==> config.mk <==
export PLATFORM = sky130hd
export DESIGN_NAME = uart_transmitter_flat
export DESIGN_NICKNAME = d
export VERILOG_FILES = /design/src/rtl/uart_transmitter_if.sv /design/src/rtl/uart_transmitter.sv /design/src/flat_wrapper.sv
export SDC_FILE = /design/constraint.sdc
export NUM_CORES = 1
export LEC_CHECK = 0
export ABC_AREA = 1
export BUFFER_PORTS_ARGS = -buffer_cell sky130_fd_sc_hd__buf_2
export CORE_UTILIZATION = 45
export CTS_CLUSTER_SIZE = 12
export DETAILED_ROUTE_END_ITERATION = 10
export PLACE_DENSITY_LB_ADDON = 0.2
export SLEW_MARGIN = 15
export SYNTH_ARGS = -nofsm -noshare
export SYNTH_HDL_FRONTEND = slang
export SYNTH_SLANG_ARGS = --single-unit
==> constraint.sdc <==
create_clock -name clk -period 2.65 [get_ports clk]
set_input_delay 0.265 -clock clk [delete_from_list [all_inputs] [get_ports clk]]
set_output_delay 0.265 -clock clk [all_outputs]
set_load 0.01 [all_outputs]
==> src/rtl/uart_transmitter_if.sv <==
`default_nettype none
// ============================================================================
// Module   : uart_transmitter_if
// Purpose  : Byte handshake between a data source and uart_transmitter.
// Signals  : tx_data  [DATA_BITS] byte to send        (master -> slave)
//            tx_valid             tx_data is valid     (master -> slave)
//            tx_ready             slave accepts a byte (slave  -> master)
// Modports : master (byte source), slave (transmitter)
// Revision : 1.0 - initial release
// ============================================================================
interface uart_transmitter_if #(
  parameter int DATA_BITS = 8
) ();
  logic [DATA_BITS-1:0] tx_data;
  logic                 tx_valid;
  logic                 tx_ready;

  modport master (output tx_data, output tx_valid, input tx_ready);
  modport slave  (input tx_data, input tx_valid, output tx_ready);
endinterface
`default_nettype wire

==> src/rtl/uart_transmitter.sv <==
`default_nettype none
// ============================================================================
// Module   : uart_transmitter
// Purpose  : Serialises one byte per valid/ready handshake onto a UART line:
//            start bit (0), DATA_BITS data bits LSB first, STOP_BITS stop
//            bits (1). Each bit lasts max(i_dvsr,1) clk cycles, latched at
//            acceptance.
// Ports    : clk           system clock, rising edge
//            rst           asynchronous, active-low reset
//            i_dvsr        clk cycles per bit (0 treated as 1)
//            tx_if         slave side of byte handshake (data/valid/ready)
//            o_serial_out  UART line, idle high
//            o_busy        frame in progress
//            o_tx_done     1-cycle pulse when the last stop bit completes
// Revision : 1.0 - initial release
// ============================================================================
module uart_transmitter #(
  parameter int DATA_BITS = 8,
  parameter int STOP_BITS = 1,
  parameter int DVSR_W    = 32
) (
  input  wire logic              clk,
  input  wire logic              rst,
  input  wire logic [DVSR_W-1:0] i_dvsr,
  uart_transmitter_if.slave      tx_if,
  output logic                   o_serial_out,
  output logic                   o_busy,
  output logic                   o_tx_done
);

  localparam logic [1:0] c_IDLE  = 2'd0;
  localparam logic [1:0] c_START = 2'd1;
  localparam logic [1:0] c_DATA  = 2'd2;
  localparam logic [1:0] c_STOP  = 2'd3;

  localparam logic [3:0] c_LAST_DATA = 4'(DATA_BITS - 1);
  localparam logic [3:0] c_LAST_STOP = 4'(STOP_BITS - 1);

  logic [1:0]           r_state, w_state_nxt;
  logic [DVSR_W-1:0]    r_cnt, w_cnt_nxt;
  logic [DVSR_W-1:0]    r_period, w_period_nxt;
  logic [3:0]           r_bit_cnt, w_bit_cnt_nxt;
  logic [DATA_BITS-1:0] r_shift, w_shift_nxt;
  logic                 r_serial, w_serial_nxt;
  logic                 r_ready, w_ready_nxt;
  logic                 r_busy, w_busy_nxt;
  logic                 r_done, w_done_nxt;

  logic                 w_accept;
  logic                 w_bit_end;
  logic [DVSR_W-1:0]    w_period_in;

  assign w_accept    = tx_if.tx_valid && r_ready;
  // Compare against the latched period so a mid-frame dvsr change is inert.
  assign w_bit_end   = (r_cnt == (r_period - DVSR_W'(1)));
  assign w_period_in = (i_dvsr == '0) ? DVSR_W'(1) : i_dvsr;

  // State and registered outputs
  always_ff @(posedge clk or negedge rst) begin
    if (!rst) begin
      r_state   <= c_IDLE;
      r_cnt     <= '0;
      r_period  <= '0;
      r_bit_cnt <= '0;
      r_shift   <= '0;
      r_serial  <= 1'b1;
      r_ready   <= 1'b1;
      r_busy    <= 1'b0;
      r_done    <= 1'b0;
    end else begin
      r_state   <= w_state_nxt;
      r_cnt     <= w_cnt_nxt;
      r_period  <= w_period_nxt;
      r_bit_cnt <= w_bit_cnt_nxt;
      r_shift   <= w_shift_nxt;
      r_serial  <= w_serial_nxt;
      r_ready   <= w_ready_nxt;
      r_busy    <= w_busy_nxt;
      r_done    <= w_done_nxt;
    end
  end

  // Next-state logic
  always_comb begin
    w_state_nxt = r_state;
    case (r_state)
      c_IDLE:  if (w_accept) w_state_nxt = c_START;
      c_START: if (w_bit_end) w_state_nxt = c_DATA;
      c_DATA:  if (w_bit_end && (r_bit_cnt == c_LAST_DATA)) w_state_nxt = c_STOP;
      c_STOP:  if (w_bit_end && (r_bit_cnt == c_LAST_STOP)) w_state_nxt = c_IDLE;
      default: w_state_nxt = c_IDLE;
    endcase
  end

  // Datapath and output next values
  always_comb begin
    w_cnt_nxt     = w_bit_end ? '0 : r_cnt + DVSR_W'(1);
    w_period_nxt  = r_period;
    w_bit_cnt_nxt = r_bit_cnt;
    w_shift_nxt   = r_shift;
    w_serial_nxt  = r_serial;
    w_ready_nxt   = r_ready;
    w_busy_nxt    = r_busy;
    w_done_nxt    = 1'b0;
    case (r_state)
      c_IDLE: begin
        w_cnt_nxt = '0;
        if (w_accept) begin
          w_shift_nxt   = tx_if.tx_data;
          w_period_nxt  = w_period_in;
          w_bit_cnt_nxt = '0;
          w_serial_nxt  = 1'b0;
          w_ready_nxt   = 1'b0;
          w_busy_nxt    = 1'b1;
        end
      end
      c_START: begin
        if (w_bit_end) begin
          w_serial_nxt  = r_shift[0];
          w_shift_nxt   = r_shift >> 1;
          w_bit_cnt_nxt = '0;
        end
      end
      c_DATA: begin
        if (w_bit_end) begin
          if (r_bit_cnt == c_LAST_DATA) begin
            w_serial_nxt  = 1'b1;
            w_bit_cnt_nxt = '0;
          end else begin
            w_serial_nxt  = r_shift[0];
            w_shift_nxt   = r_shift >> 1;
            w_bit_cnt_nxt = r_bit_cnt + 4'd1;
          end
        end
      end
      c_STOP: begin
        if (w_bit_end) begin
          if (r_bit_cnt == c_LAST_STOP) begin
            w_bit_cnt_nxt = '0;
            w_cnt_nxt     = '0;
            w_ready_nxt   = 1'b1;
            w_busy_nxt    = 1'b0;
            w_done_nxt    = 1'b1;
          end else begin
            w_bit_cnt_nxt = r_bit_cnt + 4'd1;
          end
        end
      end
      default: begin
        w_cnt_nxt    = '0;
        w_serial_nxt = 1'b1;
        w_ready_nxt  = 1'b1;
        w_busy_nxt   = 1'b0;
      end
    endcase
  end

  assign tx_if.tx_ready = r_ready;
  assign o_serial_out   = r_serial;
  assign o_busy         = r_busy;
  assign o_tx_done      = r_done;

endmodule
`default_nettype wire
==> src/flat_wrapper.sv <==
// flat-port wrapper written by rule: the top's interface ports become plain ports
module uart_transmitter_flat 
#(
  parameter int DATA_BITS = 8,
  parameter int STOP_BITS = 1,
  parameter int DVSR_W    = 32
)
  (clk, rst, i_dvsr, o_serial_out, o_busy, o_tx_done, tx_if_tx_data, tx_if_tx_valid, tx_if_tx_ready);
  uart_transmitter_if #(.DATA_BITS(DATA_BITS)) tx_if_i ();
  input  wire logic clk;
  input  wire logic rst;
  input  wire logic [DVSR_W-1:0] i_dvsr;
  output logic o_serial_out;
  output logic o_busy;
  output logic o_tx_done;
  input wire logic [$bits(tx_if_i.tx_data)-1:0] tx_if_tx_data;
  input wire logic [$bits(tx_if_i.tx_valid)-1:0] tx_if_tx_valid;
  output wire logic [$bits(tx_if_i.tx_ready)-1:0] tx_if_tx_ready;
  assign tx_if_i.tx_data = tx_if_tx_data;
  assign tx_if_i.tx_valid = tx_if_tx_valid;
  assign tx_if_tx_ready = tx_if_i.tx_ready;
  uart_transmitter #(.DATA_BITS(DATA_BITS), .STOP_BITS(STOP_BITS), .DVSR_W(DVSR_W)) u_core (.clk(clk), .rst(rst), .i_dvsr(i_dvsr), .tx_if(tx_if_i), .o_serial_out(o_serial_out), .o_busy(o_busy), .o_tx_done(o_tx_done));
endmodule
==> run summary, run 1 <==
Leaving out fill and tap cells, the most frequent cells in the layout are nand2_1, nor2_1, dfrtp_1. The worst setup path is captured at a register. The die covers 13600 um2. The synthesized area divided by synthesized cell count is 6.99 um2. From left edge to right edge, the die measures 117 um. The count of mapped cells out of synthesis came out at 845.

The number of antenna violations at the first check in global routing came to 0. The first global-routing pass estimated 26.0 mm of wire. After synthesis the netlist holds a flip-flop and latch count of 82. After layout, the design draws a total of 2.53 mW. Once detail routing completed, the nets flagged for antenna violations numbered 0. The total length of routed wires is 16.1 mm. Global routing consumed, over all layers together, 25.4% of the routing resources.

The measured slew at the worst slew-check pin came out at 0.688 ns. The TritonCTS buffer count came out at 9. The switching fraction of total power came out at 21.2%.

The leakage power total came out at 3.61 nW. The core utilization of the finished layout is 55.4%. Entering global routing, the biggest net connects 83 pins. After the first detailed-routing iteration, the DRC count stood at 345. The clock sink count is 82.

The via count of the first global-routing pass came out at 5297. For this run the aggregate overflow at the end of global routing stands at 0. After floorplanning, the core was sized to cover 12700 um2. In this run the vertical extent of the chip is 117 um. The number of placed instances with taps included came out at 1083. The H-tree was split into 3 levels. The number of nets in the layout is 985. The count of final max-slew check failures came to 0. Leaving out fill and tap cells, the most frequent cell in the layout is nand2_1. The clock transition time at the flip-flop clock pins of the worst setup and hold paths came out at 0.06 ns.

The final HPWL from detailed placement is 12.7 mm. In this run the power density over the cells is 359 nW/um2. The worst-skew pair later-pin latency came out at 0.34 ns.

In this run the deepest clock path goes through 2 buffers. The relative slew slack came out at 53.7%. The setup clock skew after layout is 0.00868 ns. The netlist area before placement is 5900 um2. The pre-antenna-repair detailed-routing pass consisted of 4 iterations.

For this run, asynchronously set or reset flops after synthesis account for 100%. The cell repeated most along the worst path is nand2_1. The analysis attributes to net switching a power of 0.538 mW. The largest fanout on the critical path came out at 8. The synthesis warning total is 0.

The highest cell delay on the worst timing path came out at 0.39 ns. The data required time of the worst path is 2.87 ns. In the routed design, unresolved DRC markers number 0. The tree is rooted in a clkbuf_16. The diode insertion count for antenna repair came out at 0. TritonCTS built the clock tree.

In the final layout, the share of cells above drive strength 1 is 19.2%. The number of buffers added on ports is 46. At the end of routability-driven placement, the weighted congestion stood at 0.951. After synthesis, flip-flops and latches occupy 34.8% of the total area. Of the available clock period, the critical path in the final layout requires 93.4%.

IR analysis of the VDD net gives a maximum drop of 0.254 mV. The number of distinct library cell variants in the gate-level netlist after synthesis is 43. The critical path in this run is classified as reg -> reg. The signal arrival time at the worst endpoint came out at 2.69 ns. The worst path needs 2.48 ns of the cycle, external delays included.

The internal power summed over all cells came out at 1.99 mW. The launching element type of the critical path is a register. The routed wire length per instance came out at 14.5 um. The number of top-level design ports is 47.

Compared with the post-synthesis result, the final layout area differs by 19.3%. The reported max-cap violation count is 0. The total via count after detailed routing is 5608. The flow ran to the end, and the final reports show no timing, DRC or antenna violations.

The synthesized netlist net count is 896. The most used flip-flop cell after synthesis is dfrtp_1. The count of endpoints failing setup in the final report is 0.

Dividing the detail-routed via count by the number of cells gives 5.05. The part of the total power dissipated in combinational logic came out at 2.8%. The clock network fraction of total power is 47.7%. The site row count came out at 41. The number of endpoints with negative hold slack in the final report came out at 0. The number of flops mapped to enable cells by yosys came out at 0. The critical path goes through buf_4, nor2_1, nand2_2, nor2_4, nand2_4, nor2_2, nand2_1, nand2_1, nand2_1, nand3b_4, nor2_2, nand3_4, nand2_8, nand3_2, nand2_1, o21ai_1. For this configuration, the core starts out at a cell density of 46.4%. The highest-delay cell along the critical path is dfrtp_1. The maximum clock rate is 0.404 GHz. The path class of the tightest hold or removal check is in -> reg. The sequential fraction of design power is 49.5%.

The non-filler instance count after layout is 1111.
[Yosys cell counts (all sizes together), types with 2 or more instances]
cell type	number	area [um2]
and2	3	18.8
o21bai	5	41.3
o21ai	34	204
buf	3	27.5
ha	8	100
nand2	282	1110
inv	83	312
clkbuf	12	45.0
or2	2	12.5
nor4	15	93.8
nand3b	9	80.1
nor3	24	120
nand4	19	119
nor2	133	601
a21oi	11	55.1
xnor2	20	175
dfstp	2	52.6
nand3	47	270
a211oi	3	22.5
o211ai	3	22.5
mux2i	7	70.1
xor2	33	297
o22ai	2	12.5
dfrtp	80	2000
[metrics by stage]
step	cell area [um2]	setup slack [ns]	hold WS (ns)	setup TNS (ns)
3_3_place_gp	6570	0.108	0.315	0
2_1_floorplan	5900	0.334	-0.0306	0
4_1_cts	6870	0.0102	0.131	0
5_1_grt	7040	-0.0117	0.135	-0.0311
6_report	7040	0.174	0.135	0
3_5_place_dp	6570	0.0261	0.319	0
[registers in the layout, indices dropped and copies added, names as in the netlist]
name and flops:
u_core.r_cnt 32, u_core.o_busy 1, u_core.r_bit_cnt 4, u_core.r_shift 8, u_core.tx_if.tx_ready 1, u_core.r_period 32, u_core.o_serial_out 1, u_core.r_state 2
u_core.o_tx_done 1
[layout make-up]
type                       count  area, um2
timing repair buffer          92        618
fill                        1301       5680
tap                          172        215
sequential                    82       2050
inverter                      84        319
clock inverter                 3       22.5
multi-input combinational    665       3540
clock buffer                  13        270
[routing by layer]
metal / share of wire (%) / vias up / global-route usage, %
met5: 0 / - / 0
met4: 1.8 / 0 / 7.00
met3: 2.7 / 18 / 4.10
met2: 49 / 76 / 42.9
met1: 47 / 2620 / 33.8
li1: - / 2894 / -
[final timing paths]
check | from | to | slack, ns | cells after the start
min in group asynchronous | rst | u_core.r_period[22]$_DFFE_PN0P_ | 0.46 | 3
max in group asynchronous | rst | u_core.o_serial_out$_DFFE_PN1P_ | 1.77 | 3
worst min register to register | u_core.r_shift[0]$_DFFE_PN0P_ | u_core.r_shift[0]$_DFFE_PN0P_ | 0.49 | 2
worst max-delay path | u_core.r_period[5]$_DFFE_PN0P_ | u_core.r_bit_cnt[3]$_DFFE_PN0P_ | 0.17 | 16
worst min-delay path | i_dvsr[15] | u_core.r_period[15]$_DFFE_PN0P_ | 0.13 | 3
worst max register to register | u_core.r_period[5]$_DFFE_PN0P_ | u_core.r_bit_cnt[3]$_DFFE_PN0P_ | 0.17 | 16
[power by group through the flow]
stage | combinational [mW] | clock, mW | sequential (mW)
floorplan | 0.00669 | 0 | 1.28
global placement | 0.0733 | 0 | 1.27
detailed placement | 0.0733 | 0 | 1.27
CTS | 0.0746 | 1.22 | 1.25
global route | 0.0826 | 1.28 | 1.25
finish | 0.0720 | 1.21 | 1.25
[kinds of logic after synthesis]
logic type | Yosys count | synth area share (%)
simple gates | 534 | 41.1
flops | 82 | 34.8
fa+ha+maj | 8 | 1.70
mux | 7 | 1.19
xor+xnor | 53 | 7.99
compound gates | 62 | 6.63
buf+inv | 99 | 6.57
[worst max-delay path: cells and delay by family, from the launching register on]
kind / cells / cell delay [ns]
buf+inv: 1 / 0.15
flops: 1 / 0.39
compound gates: 1 / 0.06
simple gates: 14 / 1.74
[timing repair]
action                                 4_1_cts  5_1_grt
setup buffers                                0       10
setup endpoints to repair                    0       43
resized for setup                            0       21
endpoints found under the hold margin       80        0
hold buffers                                 1        0
(Power assumes the default switching activity.)
==> run 2: changes to the inputs <==
clock period = 3 ns   (was 2.65 ns; I/O delays follow)
==> run 2 against run 1 <==
Routed wire length shrank 4.4%; utilization down 3.1 points; sequential share of layout area up 1.7 points.
==> run summary, run 2 (same netlist as run 1, synthesis figures left out) <==
In the final layout, the registers with the most flip-flops are u_core.r_cnt x32, u_core.r_period x32, u_core.r_shift x8. The routed wire length per instance is 14.3 um. The number of buffers added on ports came out at 46. The minimum clock period after layout is 2.73 ns. The clock arrives with 0.0112 ns of skew. The worst setup path is captured at a register. The final period utilization came out at 91.1%.

The first routing iteration left 383 violations. From synthesis to final layout, the design area changed by 12.6%. Entering global routing, the biggest net connects 47 pins. The die span in x is 117 um. After global routing the overflow that remains totals 0. The number of clock buffers added by TritonCTS is 9. The path type of the worst min-delay path is in -> reg. At the pin with the least slew margin, the transition time is 1.04 ns. The run finished with clean final reports. The worst-case hold slack came out at 0.174 ns.

The maximum level of the CTS H-tree is 3. The global placer's final weighted congestion came out at 0.945. Headroom to the max-slew limit came out at 30.4%. Cells fill 52.3% of the core in the end. The flop-to-flop setup slack is 0.27 ns. The clock tree root driver cell is clkbuf_16. The remaining number of nets flagged by the antenna check after routing came out at 0. The leakage power total is 3.41 nW.

The count of final max-slew check failures came out at 0. The initial cell density of the core came out at 46.4%. The placeable core region came out at 12700 um2. At the worst endpoint, the arrival time is 2.95 ns.

The clock reaches the later pin of the worst-skew pair after 0.34 ns. The diode insertion count for antenna repair is 0. Detailed placement ended at an HPWL of 12.3 mm. The worst register-to-register path begins at u_core.r_period[3]$_DFFE_PN0P_. Across every metal layer, demand over resource in global routing totals 24.2%. The number of antenna violations at the first check in global routing is 0. The largest fanout on the critical path is 12. The sum of negative setup slack is 0 ns. The final total power is 2.20 mW. The number of top-level design ports came out at 47. The number of buffers inserted by post-CTS setup repair is 0.

Data on the critical path is required at its endpoint by 3.22 ns. Of the cells placed in the final design, the portion with a size suffix greater than 1 is 14.3%. The power density relative to cell area is 330 nW/um2. The site row count is 41.

The count of TritonRoute iterations in the first routing pass is 7. The peak supply drop is 0.321 mV. Once layout is complete, the cells apart from fillers number 1074. After clock tree synthesis, the clock-pin slew on the worst setup and hold paths is 0.07 ns. The clock sink count came out at 82. The number of endpoints with negative hold slack in the final report is 0. Derived from the worst setup path, the maximum achievable clock frequency is 0.366 GHz. The remaining design rule violation count came out at 0. The number of vias per cell is 5.16. The number of placed instances with taps included is 1056. The global-route wire length before repair is 25.0 mm.

The total length of routed wires came out at 15.4 mm. The number of nets in the layout is 948. Following the worst setup path forward leads to its endpoint at u_core.r_bit_cnt[0]$_DFFE_PN0P_.

The library cell used most frequently in the layout, excluding fill and tap cells, is nand2_1. The vertical die dimension came out at 117 um. The beginning of the critical path is u_core.r_period[3]$_DFFE_PN0P_. In this run the deepest clock path goes through 2 buffers. The worst setup path is of the reg -> reg kind. TritonCTS built the clock tree.

The total die area is 13600 um2. The via count of the first global-routing pass is 5050. STA classifies the critical path startpoint as a register. The endpoint of the most critical register-to-register path is u_core.r_bit_cnt[0]$_DFFE_PN0P_.

Setup violations remaining at the end of the flow were counted as 0. In the layout the commonest cells are nand2_1, nor2_1, inv_1, dfrtp_1, buf_2. The total via count after detailed routing came out at 5543. Counting cells, the worst reg-to-reg path comes to 16. The reported max-cap violation count came out at 0.
[run 2: metrics by stage]
step	area [um2]	worst slack [ns]
2_1_floorplan	5900	0.684
3_3_place_gp	6340	0.254
3_5_place_dp	6340	0.208
4_1_cts	6630	0.202
5_1_grt	6650	-0.0314
6_report	6650	0.266
[run 2: worst min path at each step]
stage,startpoint,end,slack [ns],depth (start not counted)
floorplan,rst,u_core.o_busy$_DFFE_PN0P_,0.004,0
detailed placement,rst,u_core.r_period[22]$_DFFE_PN0P_,0.34,1
global placement,rst,u_core.r_period[23]$_DFFE_PN0P_,0.34,1
global route,i_dvsr[9],u_core.r_period[9]$_DFFE_PN0P_,0.18,3
CTS,i_dvsr[23],u_core.r_period[23]$_DFFE_PN0P_,0.16,3
finish,i_dvsr[9],u_core.r_period[9]$_DFFE_PN0P_,0.17,3
[run 2: where the power goes]
part	switching (mW)	internal, mW
clock network	0.441	0.586
logic	0.0374	0.0251
registers	0	1.11
total	0.479	1.72
[run 2: per-layer routing]
| layer | global-route usage, % | up-vias | part of all wire, % |
|---|---|---|---|
| li1 | - | 2814 | - |
| met1 | 33.3 | 2584 | 46 |
| met3 | 4.26 | 18 | 5.6 |
| met5 | 0 | - | 0 |
| met2 | 38.7 | 127 | 47 |
| met4 | 7.93 | 0 | 1.8 |
[run 2: timing repair]
item	4_1_cts	5_1_grt
endpoints found under the setup margin	0	26
hold endpoints to repair	44	0
hold buffers	1	0
resized for setup	0	2
[run 2: worst max-delay path, cell delays in order, from the launching register on]
cell and delay (ns):
dfrtp_1 0.45, nor2_1 0.19, nand2_1 0.13, nor2_4 0.29, nand2_1 0.16, nor2_1 0.13
nand2_1 0.06, nand2_1 0.16, nand2_1 0.07, inv_1 0.05, nand2_1 0.06, nor2_1 0.15
nand3_2 0.21, nand2_1 0.16, nand3_2 0.17, nand2_1 0.10, o21ai_1 0.07
[run 2: final cells by class]
cell class / count / area (um2)
fillers: 1282 / 6070
inverters: 84 / 315
multi-input cells: 665 / 3480
clock inverters: 5 / 40.0
clock buffers: 11 / 243
repair buffers: 55 / 303
well taps: 172 / 215
flip-flops and latches: 82 / 2050
==> run 3: changes to the inputs <==
clock period = 2.75 ns   (was 3 ns; I/O delays follow)
==> run 3 against run 2 <==
Cell count increased by 1.0%; die area stayed put; critical path type unchanged; first-iteration DRC count decreased by 7.3%; sequential share of layout area down 0.65 points; largest cell class unchanged; combinational power grew 10%; maximum frequency rose by 5.4%; routed wire length grew 4.4%; global-route usage rose by 0.99 points; sequential power rose by 9%; register-to-register slack lost 0.11 ns.
==> run summary, run 3 (same netlist as run 1, synthesis figures left out) <==
The flow ran to the end, and the final reports show no timing, DRC or antenna violations. The total via count after detailed routing came out at 5622. The final period utilization came out at 94.3%.

Clock-pin slew was measured on the worst setup and hold paths at 0.06 ns. The count of final max-slew check failures came out at 0. The measured slew at the worst slew-check pin came out at 1.02 ns. After filler insertion, the fill cell instance count of the layout stands at 1356.

The number of endpoints with negative hold slack in the final report came out at 0. The largest fanout on the critical path came out at 8. The switching fraction of total power is 19.3%. After detailed routing, the average wire length per cell comes to 14.8 um. The reported max-cap violation count came out at 0.

The via count of the first global-routing pass was 5328. The critical path class is reg -> reg. Cells with a size suffix above 1 make up 15.8% of the layout. The sequential fraction of design power came out at 47.7%. The pre-CTS setup slack is 0.0830 ns.

The critical path endpoint category is a register. Across the whole layout, storage elements account for 2050 um2. The cell repeated most along the worst path is nand2_1. The global-route wire length before repair is 26.0 mm. The site row count is 41. The slowest stage of the critical path belongs to the cell dfrtp_1. The remaining design rule violation count came out at 0. The power density relative to cell area came out at 372 nW/um2.

The footprint of the multi-input gates is 3510 um2. The die span in x is 117 um. The share of total power dissipated in combinational logic is 2.7%. The diode insertion count for antenna repair is 0. The vertical die dimension came out at 117 um. The highest cell delay on the worst timing path came out at 0.44 ns. The total length of routed wires came out at 16.1 mm. The maximum clock rate came out at 0.386 GHz. The final critical-path setup slack came out at 0.158 ns. The deepest clock path buffer count is 2. The clock sink count came out at 82.

The path type of the worst min-delay path is in -> reg. The switching power is 0.488 mW. Setup violations remaining at the end of the flow were counted as 0. The number of buffers added on ports came out at 46. Traced cell by cell, the critical path runs through nor2_1, nand2_1, nor2_1, nand3_1, clkinv_1, nand2_1, nand2_1, nand2_1, inv_2, nand3b_4, nor2_2, nand3_4, nand2_4, nand3_4, nand2_1, o21ai_2.

In the layout the commonest cells are nand2_1, nor2_1, inv_1, dfrtp_1, buf_2. The internal power summed over all cells came out at 2.04 mW. Setup repair after global routing left no endpoint under its margin. The total die area came out at 13600 um2. The setup clock skew after layout is 0.00693 ns. The number of top-level design ports is 47. The worst-skew pair later-pin latency came out at 0.33 ns.

The final total power came out at 2.53 mW. STA classifies the critical path startpoint as a register. The count of TritonRoute iterations in the first routing pass is 5.

The number of antenna violations at the first check in global routing came out at 0. The initial cell density of the core came out at 46.4%. In this run the static leakage power is 3.50 nW. For the worst setup path, the data arrival time is 2.81 ns. The number of nets in the layout is 961.

The global route total overflow is 0. The final HPWL from detailed placement is 12.9 mm. The area added between synthesis and finish is 15.0%.

The number of vias per cell came out at 5.18. The most common cell after layout, fill and taps aside is nand2_1. TritonCTS built the clock tree. The largest registers in the layout are u_core.r_cnt x32, u_core.r_period x32, u_core.r_shift x8.

The sum of negative setup slack came out at 0 ns. The maximum level of the CTS H-tree came out at 3. The data required time of the worst path came out at 2.97 ns.

The placeable core region is 12700 um2. Across the VDD grid, the largest voltage drop is 0.298 mV. The relative slew slack is 32.2%.

The remaining number of nets flagged by the antenna check after routing came out at 0. The share of total power dissipated in the clock network is 49.6%. The global routing usage summed across all routing layers is 25.2%.

The violation count after the first detailed-route iteration is 355. Routability-driven placement finished with a final weighted congestion of 0.979. The minimum clock period after layout is 2.59 ns. The TritonCTS buffer count came out at 9. The maximum number of pins on one net before global-route repair came out at 41. Clock tree synthesis selected as its root buffer the cell clkbuf_16.
run 3: final cells by class:
type	instances	area share (%)
clock inverters	3	0.958
multi-input cells	666	51.6
well taps	172	3.17
flip-flops and latches	82	30.2
clock buffers	11	3.57
repair buffers	67	5.78
inverters	84	4.64
run 3: power groups by stage:
| stage | clock, mW | combinational, mW | sequential, mW |
|---|---|---|---|
| finish | 1.25 | 0.0688 | 1.21 |
| global route | 1.34 | 0.0792 | 1.21 |
| CTS | 1.27 | 0.0709 | 1.21 |
| detailed placement | 0 | 0.0696 | 1.23 |
| global placement | 0 | 0.0696 | 1.23 |
| floorplan | 0 | 0.00645 | 1.23 |
run 3: worst max-delay path: cells and delay by family (launching register included):
kind / cells / cell delay (ns)
flip-flops: 1 / 0.44
AND/OR/NAND/NOR: 13 / 1.82
buffers and inverters: 2 / 0.17
AO/OA/AOI/OAI: 1 / 0.05
run 3: timing repair:
item                                   4_1_cts  5_1_grt
hold buffers                                 1        0
endpoints found under the hold margin       37        0
setup endpoints to repair                    0       29
setup buffers                                0        4
gates resized for setup                      0        7
run 3: final timing paths:
check                                                         end  cells after the start                            start  slack [ns]
max in group asynchronous       u_core.tx_if.tx_ready$_DFFE_PN1P_                      3                              rst        1.54
worst max register to register      u_core.r_shift[4]$_DFFE_PN0P_                     16  u_core.r_period[16]$_DFFE_PN0P_        0.16
worst max-delay path                u_core.r_shift[4]$_DFFE_PN0P_                     16  u_core.r_period[16]$_DFFE_PN0P_        0.16
worst min register to register      u_core.r_shift[0]$_DFFE_PN0P_                      2    u_core.r_shift[0]$_DFFE_PN0P_        0.49
min in group asynchronous         u_core.r_period[23]$_DFFE_PN0P_                      2                              rst        0.46
worst min-delay path              u_core.r_period[17]$_DFFE_PN0P_                      3                       i_dvsr[17]        0.15
run 3: stage by stage:
step / instance area, um2 / instances / utilization, % / hold slack, ns
finish: 6790 / 1085 / 53.4 / 0.153
global route: 6790 / 1085 / 53.4 / 0.156
CTS: 6720 / 1079 / 52.8 / 0.144
detailed placement: 6400 / 1064 / 50.3 / 0.276
global placement: 6400 / 1064 / 50.3 / 0.276
floorplan: 5900 / 845 / - / -0.0206
run 3: layer usage:
layer / global-route usage (%) / vias up / routed length (um)
li1: - / 2833 / -
met1: 34.2 / 2628 / 7380
met2: 40.2 / 131 / 7500
met3: 3.53 / 30 / 717
met4: 11.0 / 0 / 480
met5: 0 / - / 0
